File: src/rtl/ion_sensor_request_arbiter.sv
// ion_sensor_request_arbiter
// Collects per-stream request pulses into pending flags, grants one stream at
// a time round-robin and issues it as a valid/ready command to the ion sensor
// interface, then waits for cmd_done before issuing the next command.
// Optional feature macro: ISR_TIMEOUT_EN (adds a WAIT-state timeout counter).
module ion_sensor_request_arbiter #(
  parameter logic [15:0] timeout_cycles = 16'd50000
) (
  input  logic       clock,
  input  logic       reset,
  input  logic [7:0] stream_active,
  input  logic [7:0] i_s_request,
  input  logic       cmd_ready,
  input  logic       cmd_done,
  output logic       cmd_valid,
  output logic [2:0] cmd_stream,
  output logic [7:0] pending,
  output logic [7:0] overrun,
  output logic       busy,
  output logic       timeout
);

  typedef enum logic [1:0] {
    IDLE  = 2'd0,
    ISSUE = 2'd1,
    WAIT  = 2'd2
  } state_t;

  state_t     state_reg, state_next;
  logic [2:0] last_grant_reg, last_grant_next;
  logic       cmd_valid_reg, cmd_valid_next;
  logic [2:0] cmd_stream_reg, cmd_stream_next;
  logic [7:0] pending_reg, pending_next;
  logic [7:0] overrun_reg, overrun_next;
  logic       grant_take;
  logic       grant_found;
  logic [2:0] grant_idx;
  logic [7:0] grant_clear;

  // Round-robin search: first pending stream after last_grant, wrapping mod 8
  always_comb begin
    grant_found = 1'b0;
    grant_idx   = last_grant_reg;
    for (int i = 1; i <= 8; i++) begin
      if (!grant_found && pending_reg[last_grant_reg + 3'(i)]) begin
        grant_found = 1'b1;
        grant_idx   = last_grant_reg + 3'(i);
      end
    end
  end

  assign grant_clear = grant_take ? (8'b1 << grant_idx) : 8'b0;

  // Per-stream pending/overrun next state; a same-cycle request beats the
  // grant-clear and is not treated as an overrun of the stream being granted.
  generate
    for (genvar gi = 0; gi < 8; gi++) begin : g_stream
      assign pending_next[gi] = !stream_active[gi] ? 1'b0 :
                                i_s_request[gi]    ? 1'b1 :
                                grant_clear[gi]    ? 1'b0 : pending_reg[gi];
      assign overrun_next[gi] = !stream_active[gi] ? 1'b0 :
                                (overrun_reg[gi] |
                                 (i_s_request[gi] & pending_reg[gi] & ~grant_clear[gi]));
    end
  endgenerate

`ifdef ISR_TIMEOUT_EN
  logic [15:0] tmr_reg;
  logic        timeout_reg, timeout_next;
  logic        tmr_expire;

  assign tmr_expire = (tmr_reg + 16'd1) == timeout_cycles;

  // WAIT-state cycle counter, restarted whenever a command is accepted
  always_ff @(posedge clock) begin
    if (reset) begin
      tmr_reg <= 16'd0;
    end else if (state_reg == ISSUE && cmd_ready) begin
      tmr_reg <= 16'd0;
    end else if (state_reg == WAIT && !cmd_done) begin
      tmr_reg <= tmr_reg + 16'd1;
    end
  end

  // Registered single-cycle timeout pulse
  always_ff @(posedge clock) begin
    if (reset) timeout_reg <= 1'b0;
    else       timeout_reg <= timeout_next;
  end

  assign timeout = timeout_reg;
`else
  assign timeout = 1'b0;
`endif

  // FSM next-state and command outputs
  always_comb begin
    state_next      = state_reg;
    cmd_valid_next  = cmd_valid_reg;
    cmd_stream_next = cmd_stream_reg;
    last_grant_next = last_grant_reg;
    grant_take      = 1'b0;
`ifdef ISR_TIMEOUT_EN
    timeout_next    = 1'b0;
`endif
    case (state_reg)
      IDLE: begin
        if (grant_found) begin
          state_next      = ISSUE;
          cmd_valid_next  = 1'b1;
          cmd_stream_next = grant_idx;
          last_grant_next = grant_idx;
          grant_take      = 1'b1;
        end
      end
      ISSUE: begin
        // The command is never withdrawn once offered
        if (cmd_ready) begin
          state_next     = WAIT;
          cmd_valid_next = 1'b0;
        end
      end
      WAIT: begin
        if (cmd_done) begin
          state_next = IDLE;
        end
`ifdef ISR_TIMEOUT_EN
        else if (tmr_expire) begin
          state_next   = IDLE;
          timeout_next = 1'b1;
        end
`endif
      end
      default: begin
        state_next     = IDLE;
        cmd_valid_next = 1'b0;
      end
    endcase
  end

  // State, pointer, command and per-stream flag registers
  always_ff @(posedge clock) begin
    if (reset) begin
      state_reg      <= IDLE;
      last_grant_reg <= 3'd7;
      cmd_valid_reg  <= 1'b0;
      cmd_stream_reg <= 3'd0;
      pending_reg    <= 8'd0;
      overrun_reg    <= 8'd0;
    end else begin
      state_reg      <= state_next;
      last_grant_reg <= last_grant_next;
      cmd_valid_reg  <= cmd_valid_next;
      cmd_stream_reg <= cmd_stream_next;
      pending_reg    <= pending_next;
      overrun_reg    <= overrun_next;
    end
  end

  assign cmd_valid  = cmd_valid_reg;
  assign cmd_stream = cmd_stream_reg;
  assign pending    = pending_reg;
  assign overrun    = overrun_reg;
  assign busy       = (state_reg != IDLE);

endmodule

File: config.mk
export PLATFORM = sky130hd
export DESIGN_NAME = ion_sensor_request_arbiter
export DESIGN_NICKNAME = d
export VERILOG_FILES = /design/src/rtl/ion_sensor_request_arbiter.sv
export SDC_FILE = /design/constraint.sdc
export NUM_CORES = 1
export LEC_CHECK = 0
export ABC_AREA = 1
export CAP_MARGIN = 15
export CELL_PAD_IN_SITES_DETAIL_PLACEMENT = 2
export CELL_PAD_IN_SITES_GLOBAL_PLACEMENT = 2
export CORE_UTILIZATION = 26
export DETAILED_ROUTE_END_ITERATION = 10
export PLACE_DENSITY_LB_ADDON = 0.1
export SYNTH_ARGS = -nofsm -noshare
export SYNTH_HDL_FRONTEND = slang
export SYNTH_SLANG_ARGS = --single-unit
File: constraint.sdc
create_clock -name clock -period 3.4 [get_ports clock]
set_input_delay 0.68 -clock clock [delete_from_list [all_inputs] [get_ports clock]]
set_output_delay 0.68 -clock clock [all_outputs]
set_load 0.05 [all_outputs]
==> results of run 1 <==
per-layer routing:
| metal | vias up | global-route usage |
|---|---|---|
| li1 | 1019 | - |
| met1 | 951 | 0.248 |
| met2 | 25 | 0.322 |
| met3 | 7 | 0.0181 |
| met4 | 0 | 0.0379 |
| met5 | - | 0 |
per-stage QoR:
step	cells	area, um^2
floorplan	301	1850
global placement	433	2340
detailed placement	433	2340
CTS	437	2390
global route	437	2390
finish	437	2390
placed cells by master, fill, tap and decap left out, drive strengths merged:
master	count
o311ai	1
clkdlybuf4s50	40
xnor2	1
conb	1
o211ai	3
nand3	32
a21oi	24
nor2	15
o21bai	3
dfxtp	25
ha	2
a31oi	1
clkbuf	3
nand2	120
buf	2
xor2	3
inv	50
nand4	6
nand3b	1
o21ai	7
clkinv	1
worst min-delay path, delay by kind of cell, from the launching register on:
family | cells | cell delay [ps]
buf+inv | 1 | 50
compound gates | 1 | 50
flops | 1 | 320
how the worst max path moves through the flow:
stage,start,end,slack (ps)
after CTS,last_grant_reg[0],overrun[6],600
after detailed placement,last_grant_reg[0],overrun[6],630
after floorplan,last_grant_reg[1],pending[2],1010
after global placement,last_grant_reg[0],overrun[0],760
after global routing,last_grant_reg[0],overrun[6],360
final,last_grant_reg[0],overrun[6],640
power by group through the flow:
stage               clock network (mW)  registers [mW]  logic [mW]
floorplan                            0           0.484        1.60
global placement                     0           0.411        2.21
detailed placement                   0           0.412        2.24
CTS                              0.209           0.406        2.25
global route                     0.223           0.415        2.48
finish                           0.201           0.404        2.22
layout make-up:
type / count / area (um^2) / area share
Timing Repair Buffer: 42 / 415 / 0.173
Multi-Input combinational cell: 220 / 1120 / 0.467
Clock inverter: 1 / 8.76 / 0.00366
Inverter: 50 / 191 / 0.0799
Sequential cell: 25 / 500 / 0.209
Tap cell: 96 / 120 / 0.0502
Clock buffer: 3 / 41.3 / 0.0172
cells by family after synthesis:
kind of cell / Yosys count
other cells: 1
fa+ha+maj: 2
compound gates: 39
buf+inv: 56
xor+xnor: 4
simple gates: 174
flops: 25
==> results by group, run 1 <==
Run
  • Max_cap viols: 0

Detailed routing
  • M1 WL: between 3 and 4 mm
  • Residual DRC: 0
  • Top sig layer: met4
  • DRT antenna net count: 0
  • Drt first pass iters: 4
  • DRT iter0 DRCs: between 40 and 50
  • Routed met2 length: 3.14 mm
  • Vias per inst: between 4 and 5
  • Avg WL per Cell: ~15 um
  • Via count: ~2000
  • Post-Route WL: between 6 and 7 mm
  • Routed met3 length: approximately 110 um

Synthesis
  • Syn avg cell area: about 6.2 um^2
  • Synth Area in Adders: 0.0135
  • Commonest cells post-synth: nand2_1 (109), inv_1 (37), nand3_1 (27)
  • Mapped cell area: between 0.0015 and 0.002 mm^2
  • Xor and xnor area share after synthesis: 0.0230
  • Top_reg_cell synth: dfxtp_1
  • Sequential fraction of the synthesis area: 0.270
  • Post-synthesis cell count: approximately 300
  • Post-synthesis mux area share: 0
  • Area contributors post-synth: dfxtp_1 (27%), nand2_1 (22%), inv_1 (7.5%), nand3_1 (7.3%), a21oi_1 (6.2%)
  • Main combinational cell family by area after synthesis: simple AND/OR/NAND/NOR gates
  • Top-count cell post-synth: nand2_1
  • Area leader, netlist: dfxtp_1
  • Simple logic cell fraction of the synthesized area: 0.443
  • EDFF count, synth: 0
  • Area share of the largest cell type after synthesis: 0.270
  • Async S/R FF share, synth: 0
  • Fraction of the mapped netlist area in compound gates: 0.122
  • Synth Net Count: approximately 320
  • Netlist cell types: 34
  • Warnings, synthesis: 0
  • Yosys reg bits: 25

Worst setup path
  • Reg2reg end: overrun[6]
  • Crit Path Class: register to register
  • CP delay by family, top: simple AND/OR/NAND/NOR gates
  • Most frequent CP cell: inv_2
  • Worst-case reg-to-reg path depth: 18
  • Crit path buf inv count: 4
  • Worst path max stage delay: 440 ps
  • Arr. time, crit path: a little under 3000 ps
  • RR Startpoint: last_grant_reg[0]
  • CP Depth: 18
  • CP cell instances: inv_2 > ha_1 > inv_2 > nand3_1 > nand3_2 > nand2_4 > inv_2 > nand3_2 > nor2_4 > nand4_4 > nand2_1 > inv_2 > nand2_2 > nand2_2 > nor2_2 > nand2_1 > nand2_1 > a21oi_1
  • Slowest cell on crit path: ha_1
  • Worst EP required: between 3000 and 4000 ps
  • Worst Setup Start Kind: register
  • CP Max Fanout: 13
  • CP endpoint kind: register
  • R2R setup slack: approximately 640 ps

STA
  • Setup ws final: 635 ps
  • Max Freq: 362 MHz
  • TNS Setup: 0 ps
  • Slew headroom: 0.653
  • # setup viols final: 0
  • Fin. max-slew vios: 0
  • Crit path time final: between 2000 and 3000 ps
  • RSZ-0062 raised after global routing: false
  • Worst hold slack: ~460 ps
  • Actual slew at the worst max-slew pin: about 520 ps
  • Fin Clk Skew: around 9.5 ps
  • Tcrit/Tclk final: 0.813
  • Hold Vio Cnt, Final: 0

Placement
  • I/O Buffers: 40
  • DP HPWL: 5.41 mm
  • Worst slack, placed: ~630 ps
  • RD Place Congestion: slightly below 0.8

Clocking
  • Hold-fix buffers, CTS: 0
  • CTS root buf: clkbuf_8
  • CTS tree: built
  • Clock Path Buffers: 2
  • H-tree depth: 1
  • Sink Count: 25
  • Worst-path clk slew: roughly 100 ps
  • # Post-CTS Setup Buffers: 0
  • Skew-Pair Late Insertion Delay: between 200 and 300 ps
  • Post-CTS Resized: 0
  • Cts bufs inserted: 3

Run status
  • Status: finished clean

Power
  • Sw Ratio: 0.611
  • Total Power: 2.83 mW
  • Peak VDD IR: about 0.33 mV
  • Leak Pwr: ~1.1 nW
  • Cell area power density: 1180 mW/mm^2
  • Clk pwr share: 0.071
  • Internal: roughly 1.1 mW
  • Comb power frac: 0.786
  • Sw Pwr: 1.73 mW
  • Sequential Power Share: 0.143

Global route
  • First-pass GRT wire length: 10.6 mm
  • GR Util All Layers: 0.185
  • Initial antenna violation count: 0
  • Gr ovfl total: 0
  • Vias in the first global route: approximately 2100
  • Pin count of the biggest net entering global routing: 17

Floorplanning
  • Core box area: a little under 0.007 mm^2
  • Effective utilization at floorplan: 0.271
  • Die area: roughly 0.0075 mm^2
  • Die H: roughly 86 um
  • Die Wd: about 86 um
  • Row count: 30
  • IO Pins: 42

Cells and area
  • Number of antenna diodes: 0
  • Final Util: 0.351
  • Area Growth Syn to Fin: 29.3%
  • Nets: 364
  • FILL cells: roughly 870
  • Layout cells sized above 1: 0.126

Worst hold path
  • Hold Startpoint: overrun[5]
  • Hold depth: 2
  • WHS Endpoint: overrun[5]
  • Worst Hold Class: register to register
Power figures use the tool's default switching activity.
==> run 2, diff against run 1 <==
- CORE_UTILIZATION: 26 -> 23
- clock period: 3.4 -> 2.33 ns (I/O delays scaled with it)
==> run 2 against run 1 <==
  * The run now ends with setup timing left
  * First-iteration DRC count decreased by 4.5%
  * Clock skew decreased by 4.7 ps
  * Non-clock buffer count increased by 35
  * Sequential share of layout area shrank 3.7 points
  * Worst setup slack got worse by 670 ps
  * Critical endpoint unchanged
  * Register-to-register slack lost 670 ps
==> results by group, run 2 (same netlist as run 1, synthesis figures left out) <==
STA
  • Fin. max-slew vios: 0 (unchanged)
  • Crit path time final: 2360 ps (-401 ps)
  • TNS Setup: -135 ps (-135 ps)
  • Hold Vio Cnt, Final: 0 (unchanged)
  • Max Freq: 423 MHz (+17%)
  • Slew headroom: 0.664 (+0.0110)
  • RSZ-0062 raised after global routing: true
  • Tcrit/Tclk final: 1.01 (+0.201)
  • Setup ws final: -33.5 ps (-669 ps)
  • # setup viols final: 9 (+9)
  • Actual slew at the worst max-slew pin: 502 ps (-16.5 ps)
  • Fin Clk Skew: 4.83 ps (-4.71 ps)

Global route
  • Gr ovfl total: 0 (unchanged)
  • Initial antenna violation count: 0 (unchanged)
  • Pin count of the biggest net entering global routing: 16 (-1)
  • First-pass GRT wire length: 12.3 mm (+16%)
  • Vias in the first global route: 2371 (+14%)
  • GR Util All Layers: 0.186 (+0.00120)

Cells and area
  • Design Area, Final: 0.00293 mm^2 (+22%)
  • Commonest non-fill, non-tap cell in the layout: nand2_1
  • Area Growth Syn to Fin: 58.2%
  • Nets: 399 (+9.6%)
  • Most frequent cells in the layout: nand2_1 (85), clkdlybuf4s50_1 (40), inv_1 (37)
  • Final Util: 0.377 (+0.0265)
  • FILL cells: 928 (+7.2%)
  • Layout cells sized above 1: 0.324 (+0.198)
  • Number of antenna diodes: 0 (unchanged)

Clocking
  • CTS root buf: clkbuf_8
  • Skew-Pair Late Insertion Delay: 280 ps (about the same)
  • CTS tree: built
  • Worst-path clk slew: 100 ps (about the same)
  • Sink Count: 25 (unchanged)
  • Cts bufs inserted: 3 (unchanged)
  • H-tree depth: 1 (unchanged)
  • Clock Path Buffers: 2 (unchanged)

Placement
  • Worst slack, placed: -139 ps (-767 ps)
  • I/O Buffers: 40 (unchanged)
  • Cell Area, Placed: 0.00253 mm^2 (+8.1%)
  • DP HPWL: 5.69 mm (+5.2%)
  • RD Place Congestion: 0.763 (-4.2%)

Detailed routing
  • Avg WL per Cell: 15.2 um (+3.1%)
  • DRT iter0 DRCs: 42 (-4.5%)
  • Residual DRC: 0 (unchanged)
  • Via count: 2145 (+7.1%)
  • DRT antenna net count: 0 (unchanged)
  • Drt first pass iters: 4 (unchanged)
  • Post-Route WL: 7.24 mm (+13%)
  • Vias per inst: 4.49 (-2.0%)

Floorplanning
  • Row count: 32 (+6.7%)
  • Die H: 91.7 um (+6.2%)
  • IO Pins: 42 (unchanged)
  • Core box area: 0.00777 mm^2 (+14%)
  • Die area: 0.00841 mm^2 (+13%)
  • Die Wd: 91.7 um (+6.2%)
  • Effective utilization at floorplan: 0.238 (-0.0327)

Worst setup path
  • Worst path max stage delay: 380 ps (-60 ps)
  • Arr. time, crit path: 2550 ps (-390 ps)
  • Crit path buf inv count: 4 (unchanged)
  • Slowest cell on crit path: dfxtp_2
  • Most frequent CP cell: nand2_2
  • CP Max Fanout: 6 (-7)
  • Worst Setup Start Kind: register
  • Crit Path Class: register to register
  • CP cell instances: inv_2 > ha_4 > inv_6 > nand3_4 > nand3_2 > buf_4 > buf_4 > nand3_1 > nand2_1 > nand2_1 > nand3_1 > nand3_2 > nand2_2 > nand2_4 > nand2_4 > nor2_4 > nand2_2 > nand2_2 > a21oi_1
  • CP endpoint kind: register
  • CP delay by family, top: simple AND/OR/NAND/NOR gates
  • Worst EP required: 2510 ps (-1070 ps)

Run status
  • Status: finished with violations
  • Failing checks: setup timing

Run
  • Max_cap viols: 0 (unchanged)

Worst hold path
  • Worst Hold Class: register to register
-- run 2: cell count changes in the layout (fill, tap and decap cells not counted), moves of 4 or more --
cell,previous run,this run
buf_4,2,35
nand2_1,109,85
nand2_2,9,27
nand2_4,2,8
nand3_1,27,16
nand3_2,4,11
nand3_4,1,5
-- run 2: metrics by stage --
step,hold WS (ps),cells
2_1_floorplan,470,301
3_3_place_gp,440,460
3_5_place_dp,449,460
4_1_cts,468,475
5_1_grt,492,478
6_report,459,478
-- run 2: timing repair --
item,4_1_cts,5_1_grt
setup endpoints to repair,18,21
setup buffers,11,3
hold buffers,0,0
gates resized for setup,56,5
pin swaps,25,8
-- run 2: path summary, 6_finish.rpt --
kind / to / startpoint / slack, ps / cells after the start
worst max register to register: overrun[6] / last_grant_reg[1] / -30 / 19
worst max-delay path: overrun[6] / last_grant_reg[1] / -30 / 19
worst min-delay path: overrun[0] / overrun[0] / 460 / 2
worst min register to register: overrun[0] / overrun[0] / 460 / 2
-- run 2: per-layer routing --
metal	GRT usage	wire length (um)	up-vias	share of wire
li1	-	-	1097	-
met1	0.242	3450	1023	0.48
met2	0.336	3650	21	0.50
met3	0.0124	95	4	0.013
met4	0.0391	52	0	0.0072
met5	0	0	-	0
-- run 2: worst register-to-register path: cells and delay by family (launching register included) --
family | cells | cell delay (ps)
adders and majority gates | 1 | 330
DFF | 1 | 380
AOI/OAI and AO/OA | 1 | 50
buffers and inverters | 4 | 400
and+or+nand+nor | 13 | 1120
-- run 2: final cells by class --
type,instances,area (um^2),area share
Sequential cell,25,503,0.172
Clock inverter,1,7.51,0.00256
Inverter,50,203,0.0692
Timing Repair Buffer,77,694,0.237
Tap cell,102,128,0.0436
Clock buffer,3,41.3,0.0141
Multi-Input combinational cell,220,1350,0.462
Power of run 2 is left out: the tool's default activity adds up to more than one toggle a clock period on the data nets, which glitch-free logic cannot reach.
==> run 3, diff against run 2 <==
- HOLD_SLACK_MARGIN: default -> 0.03
==> results of run 3 <==
Final layout, timing and power as in run 2 (identical DEF).
Power of run 3 is left out for the same reason.
